==> config.mk <==
export PLATFORM = sky130hd
export DESIGN_NAME = control_seq_unit_flat
export DESIGN_NICKNAME = d
export VERILOG_FILES = /design/src/rtl/control_seq_unit_if.sv /design/src/rtl/control_seq_unit.sv /design/src/flat_wrapper.sv
export SDC_FILE = /design/constraint.sdc
export NUM_CORES = 1
export LEC_CHECK = 0
export CAP_MARGIN = 10
export CORE_AREA = 2 2 62 64
export DETAILED_ROUTE_END_ITERATION = 10
export DIE_AREA = 0 0 64 66
export GPL_TIMING_DRIVEN = 0
export HOLD_SLACK_MARGIN = 0.1
export PLACE_DENSITY = 0.87
export SLEW_MARGIN = 10
export SYNTH_ARGS = -nofsm -noshare
export SYNTH_HDL_FRONTEND = slang
export SYNTH_SLANG_ARGS = --single-unit
==> constraint.sdc <==
create_clock -name clk -period 1.9 [get_ports clk]
set_input_delay 0.38 -clock clk [delete_from_list [all_inputs] [get_ports clk]]
set_output_delay 0.38 -clock clk [all_outputs]
set_load 0.01 [all_outputs]
==> src/rtl/control_seq_unit_if.sv <==
// Decode-side and pipeline control bundle of the control sequencing unit.
interface control_seq_unit_if #(
  parameter int ALU_W = 4,
  parameter int IDX_W = 3
);
  logic [5:0]       funct;
  logic [1:0]       opcode;
  logic             valid_d;
  logic             stall_i;
  logic             flush_i;
  logic [1:0]       RegSrcD;
  logic [1:0]       ImmSrcD;
  logic             PCSrcD;
  logic             seq_stall_o;
  logic             illegal_o;
  logic             ALUSrcE;
  logic [ALU_W-1:0] ALUControlE;
  logic [1:0]       FlagWE;
  logic             BranchE;
  logic             PlusOneE;
  logic [IDX_W-1:0] IdxE;
  logic             MemWriteM;
  logic             MemToRegM;
  logic             RegWriteM;
  logic             RegWriteW;
  logic             MemToRegW;

  modport master (
    output funct, opcode, valid_d, stall_i, flush_i,
    input  RegSrcD, ImmSrcD, PCSrcD, seq_stall_o, illegal_o,
    input  ALUSrcE, ALUControlE, FlagWE, BranchE, PlusOneE, IdxE,
    input  MemWriteM, MemToRegM, RegWriteM, RegWriteW, MemToRegW
  );

  modport slave (
    input  funct, opcode, valid_d, stall_i, flush_i,
    output RegSrcD, ImmSrcD, PCSrcD, seq_stall_o, illegal_o,
    output ALUSrcE, ALUControlE, FlagWE, BranchE, PlusOneE, IdxE,
    output MemWriteM, MemToRegM, RegWriteM, RegWriteW, MemToRegW
  );
endinterface

==> src/rtl/control_seq_unit.sv <==
// Pipelined main decoder with an AVERAGE / STR_ONE micro-op sequencer.
// Control bundle is decoded in D and registered through E, M and W.
module control_seq_unit #(
  parameter int ALU_W     = 4,
  parameter int NUM_CH    = 3,
  parameter int BURST_LEN = 4,
  parameter int IDX_W     = 3
) (
  input  logic               clk,
  input  logic               reset,
  control_seq_unit_if.slave  bus
);

  localparam logic [3:0] CMD_NOP     = 4'd0;
  localparam logic [3:0] CMD_ADD     = 4'd1;
  localparam logic [3:0] CMD_SUB     = 4'd2;
  localparam logic [3:0] CMD_MULT    = 4'd3;
  localparam logic [3:0] CMD_LOAD    = 4'd4;
  localparam logic [3:0] CMD_STR     = 4'd5;
  localparam logic [3:0] CMD_AVERAGE = 4'd6;
  localparam logic [3:0] CMD_STR_ONE = 4'd7;
  localparam logic [3:0] CMD_PIC     = 4'd8;
  localparam logic [3:0] CMD_B       = 4'd9;

  localparam logic [ALU_W-1:0] ALU_NOP    = '0;
  localparam logic [ALU_W-1:0] ALU_ADD    = ALU_W'(1);
  localparam logic [ALU_W-1:0] ALU_SUB    = ALU_W'(2);
  localparam logic [ALU_W-1:0] ALU_MULT   = ALU_W'(3);
  localparam logic [ALU_W-1:0] ALU_BUFFER = ALU_W'(4);
  localparam logic [ALU_W-1:0] ALU_AV     = ALU_W'(5);

  localparam logic [IDX_W-1:0] AVG_LAST   = IDX_W'(NUM_CH - 1);
  localparam logic [IDX_W-1:0] BURST_LAST = IDX_W'(BURST_LEN - 1);

  typedef enum logic [1:0] {S_IDLE, S_AVG, S_BURST} state_t;

  typedef struct packed {
    logic             alu_src;
    logic [ALU_W-1:0] alu_ctrl;
    logic [1:0]       flag_w;
    logic             branch;
    logic             plus_one;
    logic [IDX_W-1:0] idx;
    logic             mem_write;
    logic             mem_to_reg;
    logic             reg_write;
  } bundle_t;

  // Builds the control bundle for one (micro-)op; undefined cmd yields a bubble.
  function automatic bundle_t decode(input logic [4:0]       f,
                                     input logic [1:0]       op,
                                     input logic [IDX_W-1:0] i,
                                     input logic             last);
    logic [3:0] cmd;
    logic       s;
    bundle_t    b;
    cmd = f[4:1];
    s   = f[0];
    b   = '0;
    if (cmd <= CMD_B) begin
      b.alu_src    = op[0];
      b.branch     = (op == 2'b10);
      b.mem_to_reg = (cmd == CMD_LOAD);
      b.mem_write  = (cmd == CMD_STR) || (cmd == CMD_STR_ONE);
      b.reg_write  = !((cmd == CMD_STR) || (cmd == CMD_PIC) || (cmd == CMD_NOP));
      b.flag_w     = {s, s & ((cmd == CMD_ADD) || (cmd == CMD_SUB))};
      b.idx        = i;
      case (cmd)
        CMD_ADD:                         b.alu_ctrl = ALU_ADD;
        CMD_SUB:                         b.alu_ctrl = ALU_SUB;
        CMD_MULT:                        b.alu_ctrl = ALU_MULT;
        CMD_AVERAGE:                     b.alu_ctrl = ALU_AV;
        CMD_LOAD, CMD_STR, CMD_STR_ONE:  b.alu_ctrl = ALU_BUFFER;
        default:                         b.alu_ctrl = ALU_NOP;
      endcase
      // Multi-op sequences only commit architectural state on their final micro-op.
      if (cmd == CMD_AVERAGE && !last) begin
        b.reg_write = 1'b0;
        b.flag_w    = 2'b00;
      end
      if (cmd == CMD_STR_ONE) begin
        b.plus_one  = 1'b1;
        b.mem_write = 1'b1;
        if (!last) b.reg_write = 1'b0;
      end
    end
    return b;
  endfunction

  state_t           state, state_n;
  logic [IDX_W-1:0] idx, idx_n;
  logic [4:0]       seq_funct;
  logic [1:0]       seq_opcode;
  logic             accept;
  logic             seq_stall;
  logic [3:0]       cmd_d;
  bundle_t          issue;
  bundle_t          e_q;
  logic             m_mem_write, m_mem_to_reg, m_reg_write;
  logic             w_reg_write, w_mem_to_reg;
  logic             unused_funct;

  assign cmd_d        = bus.funct[4:1];
  assign unused_funct = bus.funct[5];

  // D-stage combinational decode outputs.
  always_comb begin
    bus.RegSrcD   = {(bus.opcode == 2'b01) & ~bus.funct[0], (bus.opcode == 2'b10)};
    bus.ImmSrcD   = {(cmd_d == CMD_B), (cmd_d == CMD_STR) || (cmd_d == CMD_LOAD)};
    bus.PCSrcD    = (bus.opcode == 2'b10) & bus.valid_d;
    bus.illegal_o = bus.valid_d & (cmd_d > CMD_B);
  end

  // Sequencer next state, micro-op issue and fetch freeze.
  always_comb begin
    state_n   = state;
    idx_n     = idx;
    issue     = '0;
    seq_stall = 1'b0;
    accept    = bus.valid_d & ~bus.stall_i & ~bus.flush_i & (state == S_IDLE);
    case (state)
      S_IDLE: begin
        if (accept) begin
          if (cmd_d == CMD_AVERAGE) begin
            issue = decode(bus.funct[4:0], bus.opcode, '0, NUM_CH == 1);
            if (NUM_CH > 1) begin
              state_n   = S_AVG;
              idx_n     = IDX_W'(1);
              seq_stall = 1'b1;
            end
          end else if (cmd_d == CMD_STR_ONE) begin
            issue = decode(bus.funct[4:0], bus.opcode, '0, BURST_LEN == 1);
            if (BURST_LEN > 1) begin
              state_n   = S_BURST;
              idx_n     = IDX_W'(1);
              seq_stall = 1'b1;
            end
          end else begin
            issue = decode(bus.funct[4:0], bus.opcode, '0, 1'b1);
          end
        end
      end
      S_AVG, S_BURST: begin
        seq_stall = (state == S_AVG) ? (idx != AVG_LAST) : (idx != BURST_LAST);
        if (!bus.stall_i && !bus.flush_i) begin
          issue = decode(seq_funct, seq_opcode, idx, !seq_stall);
          if (seq_stall) begin
            idx_n = idx + IDX_W'(1);
          end else begin
            state_n = S_IDLE;
            idx_n   = '0;
          end
        end
      end
      default: begin
        state_n = S_IDLE;
        idx_n   = '0;
      end
    endcase
    if (bus.flush_i) begin
      state_n = S_IDLE;
      idx_n   = '0;
    end
    if (!reset) seq_stall = 1'b0;
  end

  assign bus.seq_stall_o = seq_stall;

  // Sequencer state, index and the instruction latched at accept.
  always_ff @(posedge clk) begin
    if (!reset) begin
      state      <= S_IDLE;
      idx        <= '0;
      seq_funct  <= '0;
      seq_opcode <= '0;
    end else begin
      state <= state_n;
      idx   <= idx_n;
      if (accept) begin
        seq_funct  <= bus.funct[4:0];
        seq_opcode <= bus.opcode;
      end
    end
  end

  // E/M/W control pipeline; flush wins over stall, a held E sends a bubble to M.
  always_ff @(posedge clk) begin
    if (!reset) begin
      e_q          <= '0;
      m_mem_write  <= 1'b0;
      m_mem_to_reg <= 1'b0;
      m_reg_write  <= 1'b0;
      w_reg_write  <= 1'b0;
      w_mem_to_reg <= 1'b0;
    end else begin
      if (bus.flush_i) begin
        e_q          <= '0;
        m_mem_write  <= e_q.mem_write;
        m_mem_to_reg <= e_q.mem_to_reg;
        m_reg_write  <= e_q.reg_write;
      end else if (bus.stall_i) begin
        m_mem_write  <= 1'b0;
        m_mem_to_reg <= 1'b0;
        m_reg_write  <= 1'b0;
      end else begin
        e_q          <= issue;
        m_mem_write  <= e_q.mem_write;
        m_mem_to_reg <= e_q.mem_to_reg;
        m_reg_write  <= e_q.reg_write;
      end
      w_reg_write  <= m_reg_write;
      w_mem_to_reg <= m_mem_to_reg;
    end
  end

  assign bus.ALUSrcE     = e_q.alu_src;
  assign bus.ALUControlE = e_q.alu_ctrl;
  assign bus.FlagWE      = e_q.flag_w;
  assign bus.BranchE     = e_q.branch;
  assign bus.PlusOneE    = e_q.plus_one;
  assign bus.IdxE        = e_q.idx;
  assign bus.MemWriteM   = m_mem_write;
  assign bus.MemToRegM   = m_mem_to_reg;
  assign bus.RegWriteM   = m_reg_write;
  assign bus.RegWriteW   = w_reg_write;
  assign bus.MemToRegW   = w_mem_to_reg;

endmodule

==> src/flat_wrapper.sv <==
// flat-port wrapper written by rule: the top's interface ports become plain ports
module control_seq_unit_flat 
#(
  parameter int ALU_W     = 4,
  parameter int NUM_CH    = 3,
  parameter int BURST_LEN = 4,
  parameter int IDX_W     = 3
)
  (clk, reset, bus_funct, bus_opcode, bus_valid_d, bus_stall_i, bus_flush_i, bus_RegSrcD, bus_ImmSrcD, bus_PCSrcD, bus_seq_stall_o, bus_illegal_o, bus_ALUSrcE, bus_ALUControlE, bus_FlagWE, bus_BranchE, bus_PlusOneE, bus_IdxE, bus_MemWriteM, bus_MemToRegM, bus_RegWriteM, bus_RegWriteW, bus_MemToRegW);
  control_seq_unit_if #(.ALU_W(ALU_W), .IDX_W(IDX_W)) bus_i ();
  input  logic clk;
  input  logic reset;
  input wire logic [$bits(bus_i.funct)-1:0] bus_funct;
  input wire logic [$bits(bus_i.opcode)-1:0] bus_opcode;
  input wire logic [$bits(bus_i.valid_d)-1:0] bus_valid_d;
  input wire logic [$bits(bus_i.stall_i)-1:0] bus_stall_i;
  input wire logic [$bits(bus_i.flush_i)-1:0] bus_flush_i;
  output wire logic [$bits(bus_i.RegSrcD)-1:0] bus_RegSrcD;
  output wire logic [$bits(bus_i.ImmSrcD)-1:0] bus_ImmSrcD;
  output wire logic [$bits(bus_i.PCSrcD)-1:0] bus_PCSrcD;
  output wire logic [$bits(bus_i.seq_stall_o)-1:0] bus_seq_stall_o;
  output wire logic [$bits(bus_i.illegal_o)-1:0] bus_illegal_o;
  output wire logic [$bits(bus_i.ALUSrcE)-1:0] bus_ALUSrcE;
  output wire logic [$bits(bus_i.ALUControlE)-1:0] bus_ALUControlE;
  output wire logic [$bits(bus_i.FlagWE)-1:0] bus_FlagWE;
  output wire logic [$bits(bus_i.BranchE)-1:0] bus_BranchE;
  output wire logic [$bits(bus_i.PlusOneE)-1:0] bus_PlusOneE;
  output wire logic [$bits(bus_i.IdxE)-1:0] bus_IdxE;
  output wire logic [$bits(bus_i.MemWriteM)-1:0] bus_MemWriteM;
  output wire logic [$bits(bus_i.MemToRegM)-1:0] bus_MemToRegM;
  output wire logic [$bits(bus_i.RegWriteM)-1:0] bus_RegWriteM;
  output wire logic [$bits(bus_i.RegWriteW)-1:0] bus_RegWriteW;
  output wire logic [$bits(bus_i.MemToRegW)-1:0] bus_MemToRegW;
  assign bus_i.funct = bus_funct;
  assign bus_i.opcode = bus_opcode;
  assign bus_i.valid_d = bus_valid_d;
  assign bus_i.stall_i = bus_stall_i;
  assign bus_i.flush_i = bus_flush_i;
  assign bus_RegSrcD = bus_i.RegSrcD;
  assign bus_ImmSrcD = bus_i.ImmSrcD;
  assign bus_PCSrcD = bus_i.PCSrcD;
  assign bus_seq_stall_o = bus_i.seq_stall_o;
  assign bus_illegal_o = bus_i.illegal_o;
  assign bus_ALUSrcE = bus_i.ALUSrcE;
  assign bus_ALUControlE = bus_i.ALUControlE;
  assign bus_FlagWE = bus_i.FlagWE;
  assign bus_BranchE = bus_i.BranchE;
  assign bus_PlusOneE = bus_i.PlusOneE;
  assign bus_IdxE = bus_i.IdxE;
  assign bus_MemWriteM = bus_i.MemWriteM;
  assign bus_MemToRegM = bus_i.MemToRegM;
  assign bus_RegWriteM = bus_i.RegWriteM;
  assign bus_RegWriteW = bus_i.RegWriteW;
  assign bus_MemToRegW = bus_i.MemToRegW;
  control_seq_unit #(.ALU_W(ALU_W), .NUM_CH(NUM_CH), .BURST_LEN(BURST_LEN), .IDX_W(IDX_W)) u_core (.clk(clk), .reset(reset), .bus(bus_i));
endmodule
* After elaboration in Yosys (flattened, before gate mapping)
Cells that the tools add are included.
** Word-level totals
- Input port bits :: 13
- Memories :: 0
- Latch bits :: 0
- Output and inout bits :: 24
- Logic and storage cells :: 128
- ROM bits :: 0
- Flip-flop bits (word level) :: 32
- RAM bits :: 0
** Operators by class
- $lt $le $gt $ge :: 3
- Shift operators :: 0
- Reduce and logical (&&, ||, !) cells :: 24
- Add/subtract/negate cells :: 1
- Mux-type cells :: 42
- Multipliers :: 0
- Div/mod/pow operators :: 0
- Bitwise logic cells :: 12
- Equal/unequal tests :: 28
** Operators by type and width (count)
- 15-bit 2-to-1 mux :: 8
- 4-bit by 3-bit equality test with 1-bit output, second input constant :: 8
- 15-bit case mux with 2 select lines :: 1
- 1-bit 2-to-1 mux :: 17
- 4-bit by 2-bit equality test with 1-bit output, second input constant :: 4
- 3-bit 2-to-1 mux :: 5
- 3-bit case mux with 5 select lines :: 1
- 4-bit equality test, second input constant :: 3
- 2-bit 2-to-1 mux :: 6
- 3-bit case mux with 4 select lines :: 1
- 1-bit logical OR :: 9
- 1-bit bitwise AND :: 8
- 4-bit by 1-bit equality test with 1-bit output, second input constant :: 2
- 4-bit less-or-equal comparator, second input constant :: 2
- 4-bit zero test :: 2
- 2-bit equality test, second input constant :: 3
- 3-bit by 2-bit inequality test with 1-bit output, second input constant :: 2
- 3-bit case mux with 2 select lines :: 1
- 3-bit OR reduction :: 2
- 2-bit by 1-bit equality test with 1-bit output, second input constant :: 2
- 4-bit greater-than comparator, second input constant :: 1
- 1-bit zero test :: 4
- 2-bit by 1-bit inequality test with 1-bit output, second input constant :: 2
- 1-bit inverter :: 4
- 10 further kinds :: 12

* Depth between registers and ports, before layout
Gate-level depths: netlist of the first run.
- Depth after elaboration :: 10
- Mapped depth :: 8
- Gate-level depth less buffers :: 6

* Worst setup path after synthesis of the first run
No wires, ideal clock.
- Kind :: reg-to-reg
- Start :: reg u_core.state[0]
- End :: reg u_core.idx[2]
- Arrival :: 1.632 ns
- Path buffers :: 0
- Data required time :: 1.821 ns
- Slack :: 0.189 ns
- Period minus slack after synthesis :: 1.711 ns
- Stages on the path, launching flop included :: 7
- Setup time :: 0.079 ns
- Path through :: dfxtp_1 inv_1 ha_1 o21ai_0 a22oi_2 or4b_1 a211oi_2
** Between the ends
- Word-level cells in the longest chain between the ends :: 5
- Elaborated cells between the ends (all ways) :: 13
- Those cells by class :: 5 x eq/ne; 4 x mux; 1 x bitwise; 3 x reduce/logical
** RTL lines
- start, declared :: line control_seq_unit.sv:90 : state_t state, state_n;
- start signal, assigned :: line control_seq_unit.sv:177 : state <= state_n;
- 2-bit by 1-bit equality test with 1-bit output :: line control_seq_unit.sv:121, control_seq_unit.sv:144
- 1-bit 2-to-1 mux :: line control_seq_unit.sv:144 : seq_stall = (state == S_AVG) ? (idx != AVG_LAST) : (idx != BURST_LAST);
- 3-bit 2-to-1 mux :: line control_seq_unit.sv:147 : if (seq_stall) begin
- 3-bit 2-to-1 mux :: line control_seq_unit.sv:145 : if (!bus.stall_i && !bus.flush_i) begin
- 3-bit case mux with 2 select lines :: line control_seq_unit.sv:121 : case (state)
- end signal, assigned :: line control_seq_unit.sv:178 : idx <= idx_n;
- end, declared :: line control_seq_unit.sv:91 : logic [IDX_W-1:0] idx, idx_n;
Several ways; a longest one is shown, not always the timed one. The select of a mux whose other input is x is not followed.
A chain may end at the register's enable or synchronous reset.

* Worst setup path in the final report of the first run
- Start :: reg u_core.state[1]
- End :: out bus_seq_stall_o
** Between the ends
- Word-level cells in the longest chain between the ends :: 5
- Elaborated cells between the ends (all ways) :: 9
- Those cells by class :: 2 x eq/ne; 4 x mux; 1 x bitwise; 2 x reduce/logical
** RTL lines
- 2-bit zero test :: line control_seq_unit.sv:120, control_seq_unit.sv:121
- 1-bit bitwise AND :: line control_seq_unit.sv:120 : accept = bus.valid_d & ~bus.stall_i & ~bus.flush_i & (state == S_IDLE);
- 1-bit 2-to-1 mux :: line control_seq_unit.sv:123 : if (accept) begin
- 1-bit case mux with 2 select lines * :: line control_seq_unit.sv:121
- 1-bit 2-to-1 mux * :: line control_seq_unit.sv:164 : if (!reset) seq_stall = 1'b0;
- end, declared :: line flat_wrapper.sv:21 : output wire logic [$bits(bus_i.seq_stall_o)-1:0] bus_seq_stall_o;
Mark *: on every way between the ends. The rest lies on a longest branch, timed or not.

==> impl_metrics.toml, run 1 <==
[layout]
diodes = 0
nFillCells = 328
finalNetCount = 271
drive_above_1_share_pct = 18.82
regArea_um2 = 621.8
multi_input_area_um2 = 1018
area_growth_pct = 30.60

[floorplanning]
core_area_um2 = 3551
start_util_pct = 49.51
die_x_um = 64
dieArea_um2 = 4224
die_h_um = 66
io_pins = 37
rows = 22

[timing]
finalCritPeriodShare_pct = 98.43
hold_viol_final = 0
timing.hold.ws_ns = 0.3281
fmax_ghz = 0.5347
rsz0062_at_grt = "yes"
fin_crit_ns = 1.870
fin_skew_ns = 0.006709
drv_slew = 0
setup_violations = 0
worstMarginPinSlew_ns = 0.5040
slew-limit-headroom_pct = 66.28

[power_and_ir_drop]
irDropWorstVdd_v = 0.0003609
p_per_area_nw_per_um2 = 590.5
leakagePower_nw = 0.8551
power_mw = 1.356

[clock_network]
cts-root-buf = "clkbuf_4"
tritoncts = "done"
cts_hold_buf = 0
cts-buffers-inserted = 5
cts_buffer_depth = 2
clk_pin_slew_ns = 0.09
cts.sinks = 31
clk-insertion-delay-late_ns = 0.33
htree_levels = 2

[global_routing]
grt_pass1_vias = 1539
grtUsageTotal_pct = 22.19
grt_overflow = 0
grt_max_degree = 11
antenna_found_initial = 0
grt_pass1_wl_um = 7141

[critical_path]
cp_max_fo = 3
rr_worst_depth = 6
cp_slowest_cell = "dfxtp_2"
arrival_ns = 1.49
path_cells = "inv_1, ha_2, xnor2_2, o21ai_2, a21oi_1, buf_2"
crit_start = "u_core.state[1]"
path_buf_inv = 2
r2r_slack_ns = 0.10
crit_path_end_kind = "output port"
startpoint_type = "flop"
cpPeakStageDelay_ns = 0.35
cpLargestDelayFamily = "flip-flops"
rr_startpoint = "u_core.state[0]"
timing.rr.end = "u_core.idx[2]"
required_ns = 1.52
criticalPathCategory = "flop to output port"

[min_path]
hp-class = "input pin to flop"
min-delay-start = "bus_funct[4]"
hold_end = "u_core.seq_funct[4]"
hold_depth = 3

[yosys]
syn_inst = 213
ys_seq_elements = 31
synth_seq_area_share_pct = 35.30
ys_types = 53
ys.warnings.count = 0
synth_flop_cell = "dfxtp_1"
async_flop_share_pct = 0
synth_edf_count = 0
netlist_area_um2 = 1758
syn-mean-instance-area_um2 = 8.253
synth_nets = 230

[place]
gp_congestion = 0.9077
hpwl_um = 3095
port_buffers = 31

[route]
num_vias = 1666
drtIter0Drc = 127
routed_via_density = 5.498
wl_um = 4349
dr.pass1.iters = 4
wire_per_inst_um = 14.35
drc_errors = 0
drtAntennaViolNets = 0

[flow_run]
max-cap-violations = 0

[outcome]
run_status = "completed"
-- logic make-up (layout without fill, tap and decap cells) --
group                      after synthesis  in the layout  synth area share, %
adders and majority gates                4              4                2.847
AOI/OAI and AO/OA                       48             48                20.07
and+or+nand+nor                         90             90                28.97
other                                    1              1               0.2133
xor gates and xnor gates                 3              3                1.495
muxes                                    2              2                1.139
buffers and inverters                   34             76                9.964
DFF                                     31             31                35.30
-- final cells by class --
type                       count  area share, %
clock inverter                 2          1.526
inverter                      12          1.962
multi-input combinational    148          44.36
buffer                        21          6.104
sequential                    31          27.08
tap                           48          2.616
clock buffer                   6          2.234
timing repair buffer          35          14.11
-- Yosys cell counts (3+ instances only) --
| cell | number | area share, % |
|---|---|---|
| nand2_1 | 26 | 5.6 |
| a31oi_1 | 3 | 1.1 |
| buf_4 | 10 | 4.3 |
| a22oi_1 | 3 | 1.3 |
| o31ai_1 | 4 | 1.7 |
| and2_1 | 4 | 1.4 |
| nor2b_1 | 3 | 1.1 |
| nand2b_1 | 8 | 2.8 |
| ha_1 | 4 | 2.8 |
| dfxtp_1 | 31 | 35 |
| a22o_1 | 4 | 2.0 |
| nand3_1 | 8 | 2.3 |
| a21oi_1 | 4 | 1.1 |
| o21ai_0 | 10 | 2.8 |
| clkbuf_1 | 9 | 1.9 |
| inv_1 | 12 | 2.6 |
| a21boi_0 | 7 | 3.0 |
| nor2_1 | 16 | 3.4 |
-- per-layer routing --
metal / global-route usage, % / wire length (µm)
met2: 36.33 / 2075
met1: 28.32 / 1932
met5: 0 / 0
met3: 5.111 / 265
met4: 8.424 / 76
-- sequential cells by signal (all words and copies together) (netlist names), 2 cells and up --
register                cells
u_core.bus.ALUControlE      3
u_core.idx                  3
u_core.state                2
u_core.seq_opcode           2
u_core.seq_funct            5
u_core.e_q                  3
u_core.bus.IdxE             3
u_core.bus.FlagWE           2
-- worst max path at each step --
| stage | endpoint | slack (ns) | depth (start not counted) |
|---|---|---|---|
| after floorplan | u_core.idx[2] | 0.19 | 6 |
| after global placement | bus_illegal_o | -0.71 | 5 |
| after detailed placement | bus_illegal_o | -0.69 | 5 |
| after CTS | bus_seq_stall_o | 0.01 | 6 |
| after global routing | bus_seq_stall_o | -0.09 | 6 |
| final | bus_seq_stall_o | 0.03 | 6 |
-- repair_timing --
action | in CTS | in global routing
cloned | 0 | 0
resized for setup | 33 | 2
setup endpoints to repair | 15 | 4
pin swaps | 2 | 1
buffers inserted | 2 | 2
-- worst min-delay path: stages --
cell	delay [ns]
buf_6	0.11
nand2_1	0.05
a21boi_0	0.06
-- cells in the final DEF (no fill, tap or decap), types with 3 or more instances in the layout --
cell | Yosys | routed
a21oi_1 | 4 | 4
inv_1 | 12 | 12
clkdlybuf4s50_1 | 0 | 20
dlygate4sd2_1 | 0 | 9
nand2_1 | 26 | 26
o21ai_0 | 10 | 8
o31ai_1 | 4 | 4
a21boi_0 | 7 | 7
dfxtp_1 | 31 | 30
and2_1 | 4 | 4
clkbuf_4 | 0 | 6
clkbuf_1 | 9 | 6
a31oi_1 | 3 | 3
nand3_1 | 8 | 7
nor2_1 | 16 | 16
buf_2 | 2 | 3
buf_4 | 10 | 14
a22o_1 | 4 | 4
nand2b_1 | 8 | 8
a22oi_1 | 3 | 3
-- power breakdown --
| group | switching [mW] | internal [mW] | leakage, nW |
|---|---|---|---|
| sequential | 0.00582 | 0.656 | 0.251 |
| combinational | 0.0895 | 0.0650 | 0.556 |
| clock | 0.228 | 0.311 | 0.0482 |
| total | 0.324 | 1.03 | 0.855 |
-- stage by stage --
stage | std cells | setup WS (ns) | TNS (ns) | area [µm²] | utilization [%]
6_report | 303 | 0.02977 | 0 | 2296 | 64.66
3_5_place_dp | 292 | -0.6892 | -7.799 | 2128 | 59.94
3_3_place_gp | 292 | -0.7071 | -7.454 | 2128 | 59.94
4_1_cts | 301 | 0.01286 | 0 | 2276 | 64.09
2_1_floorplan | 213 | 0.1886 | 0 | 1758 | -
5_1_grt | 303 | -0.08814 | -0.1556 | 2296 | 64.66
Power figures use the tool's default switching activity.
==> inputs of run 2 (changes only) <==
--- a/config.mk
+++ b/config.mk
@@ -6,9 +6,9 @@
 export NUM_CORES = 1
 export LEC_CHECK = 0
 export CAP_MARGIN = 10
-export CORE_AREA = 2 2 62 64
+export CORE_AREA = 2 2 79 51
 export DETAILED_ROUTE_END_ITERATION = 10
-export DIE_AREA = 0 0 64 66
+export DIE_AREA = 0 0 81 53
 export GPL_TIMING_DRIVEN = 0
 export HOLD_SLACK_MARGIN = 0.1
 export PLACE_DENSITY = 0.87
==> run 2 against run 1 <==
  * Sequential share of layout area shrank 0.13 points
  * Critical path depth shrank 2
  * Design area is 1.1% higher
  * Clock power down 5.6%
  * Sequential cell count is the same
  * Utilization up 1.1 points
  * Power down 2.3%
  * Count of clock-buffer cells in the layout grew 1
  * Maximum frequency increased by 1.7%
  * Clock skew shrank 0.0012 ns
  * Setup slack improved by 0.031 ns
  * Combinational power about the same
  * Critical path type is now input pin to output port
==> impl_metrics.toml, run 2 (synthesis gave the netlist of run 1 again) <==
[outcome]
run_status = "completed"

[clock_network]
cts_buffer_depth = 2
clk_pin_slew_ns = 0.07
htree_levels = 2
cts-buffers-inserted = 5
cts-root-buf = "clkbuf_8"
clk-insertion-delay-late_ns = 0.29
cts.sinks = 31
tritoncts = "done"

[global_routing]
grt_pass1_wl_um = 7514
grtUsageTotal_pct = 24.01
grt_max_degree = 11
antenna_found_initial = 0
grt_pass1_vias = 1501
grt_overflow = 0

[floorplanning]
core_area_um2 = 3531
rows = 17
start_util_pct = 49.79
io_pins = 37
dieArea_um2 = 4293
die_h_um = 53
die_x_um = 81

[layout]
final_area_um2 = 2321
largest_register_ffs = 5
top_register = "u_core.seq_funct"
stdcell_count = 301
nFillCells = 321
most-common-layout-cells = "29 x dfxtp_1, 26 x nand2_1, 20 x clkdlybuf4s50_1"
diodes = 0
layout_commonest_cell = "dfxtp_1"
drive_above_1_share_pct = 18.90
finalNetCount = 270
area_growth_pct = 32.03

[timing]
fin_tns_setup_ns = 0
hold_viol_final = 0
rsz0062_at_grt = "no"
slew-limit-headroom_pct = 62.87
worstMarginPinSlew_ns = 0.5500
fmax_ghz = 0.5438
drv_slew = 0
setup_violations = 0
fin_skew_ns = 0.005558
finalCritPeriodShare_pct = 96.79
fin_crit_ns = 1.839

[route]
wire_per_inst_um = 15.36
dr.pass1.iters = 4
drtIter0Drc = 163
drc_errors = 0
num_vias = 1712
drtAntennaViolNets = 0
routed_via_density = 5.688
wl_um = 4623

[min_path]
hold_end = "u_core.seq_funct[4]"
hold_depth = 3
hp-class = "input pin to flop"
min-delay-start = "bus_funct[4]"

[power_and_ir_drop]
leakagePower_nw = 0.8647
switching_power_mw = 0.3474
p_clk_share_pct = 38.4
p_seq_share_pct = 50.0
p_per_area_nw_per_um2 = 570.6
irDropWorstVdd_v = 0.0003154
internal_power_mw = 0.9770
power_frac_comb_pct = 11.6
switching_share_pct = 26.23

[critical_path]
required_ns = 1.52
cp_max_fo = 10
arrival_ns = 1.46
criticalPathCategory = "input pin to output port"
rr_worst_depth = 6
timing.rr.end = "u_core.e_q[1]"
startpoint_type = "input pin"
crit_path_end_kind = "output port"
rr_startpoint = "u_core.state[0]"
r2r_slack_ns = 0.10

[flow_run]
max-cap-violations = 0

[place]
place_inst = 291
port_buffers = 31
dpl_cell_area_um2 = 2127
gp_congestion = 0.8909
hpwl_um = 3275
run 2: cell types whose count changed in the layout (fill, tap and decap cells not counted), moves of 2 or more:
cell      delta
clkbuf_4     -6
clkbuf_8     +4
ha_2         -2
ha_4         +2
run 2: repair_timing:
item	CTS	global route
endpoints found under the setup margin	16	10
resized for setup	31	12
hold buffers	0	0
pin swaps	2	1
buffers inserted	2	1
run 2: layout make-up:
cell class	count	area (µm²)	share of cell area, %
inverter	12	45.04	1.941
timing repair buffer	34	319.1	13.75
sequential	31	625.6	26.95
clock buffer	7	76.32	3.288
buffer	21	141.4	6.092
tap	47	58.81	2.534
clock inverter	1	5.005	0.2156
multi-input combinational	148	1050	45.23
run 2: worst max path at each step:
stage	start	to	slack [ns]
after floorplan	u_core.state[0]	u_core.idx[2]	0.19
after global placement	bus_funct[2]	bus_illegal_o	-0.72
after detailed placement	bus_funct[2]	bus_illegal_o	-0.71
after CTS	bus_opcode[0]	bus_RegSrcD[1]	0.03
after global routing	u_core.state[0]	u_core.idx[2]	0.0009
final	bus_funct[2]	bus_ImmSrcD[0]	0.06
run 2: stage by stage:
step                      hold slack, ns  util, %  total power, mW  setup slack, ns
after global routing              0.3959    65.73            1.370        0.0008791
after global placement            0.4194    60.24           0.8196          -0.7183
after CTS                         0.3726    64.17            1.325          0.02540
after detailed placement          0.4224    60.24           0.8227          -0.7146
final                             0.3727    65.73            1.324          0.06096
after floorplan                   0.4086        -           0.7606           0.1886
run 2: critical path: stages:
cell	delay, ns
dlygate4sd2_1	0.26
clkbuf_8	0.17
nor2_1	0.10
clkdlybuf4s50_1	0.55
run 2: power by group through the flow:
| stage | logic (mW) | registers, mW | clock network, mW |
|---|---|---|---|
| 6_report | 0.154 | 0.662 | 0.509 |
| 5_1_grt | 0.167 | 0.662 | 0.541 |
| 2_1_floorplan | 0.0854 | 0.675 | 0 |
| 4_1_cts | 0.149 | 0.662 | 0.514 |
| 3_3_place_gp | 0.143 | 0.676 | 0 |
| 3_5_place_dp | 0.146 | 0.677 | 0 |
run 2: per-layer routing:
| metal | vias up | wire (µm) | global-route usage [%] |
|---|---|---|---|
| li1 | 825 | - | - |
| met1 | 791 | 2188 | 33.44 |
| met2 | 89 | 1926 | 33.75 |
| met3 | 7 | 440 | 8.703 |
| met4 | 0 | 68 | 8.475 |
| met5 | - | 0 | 0 |
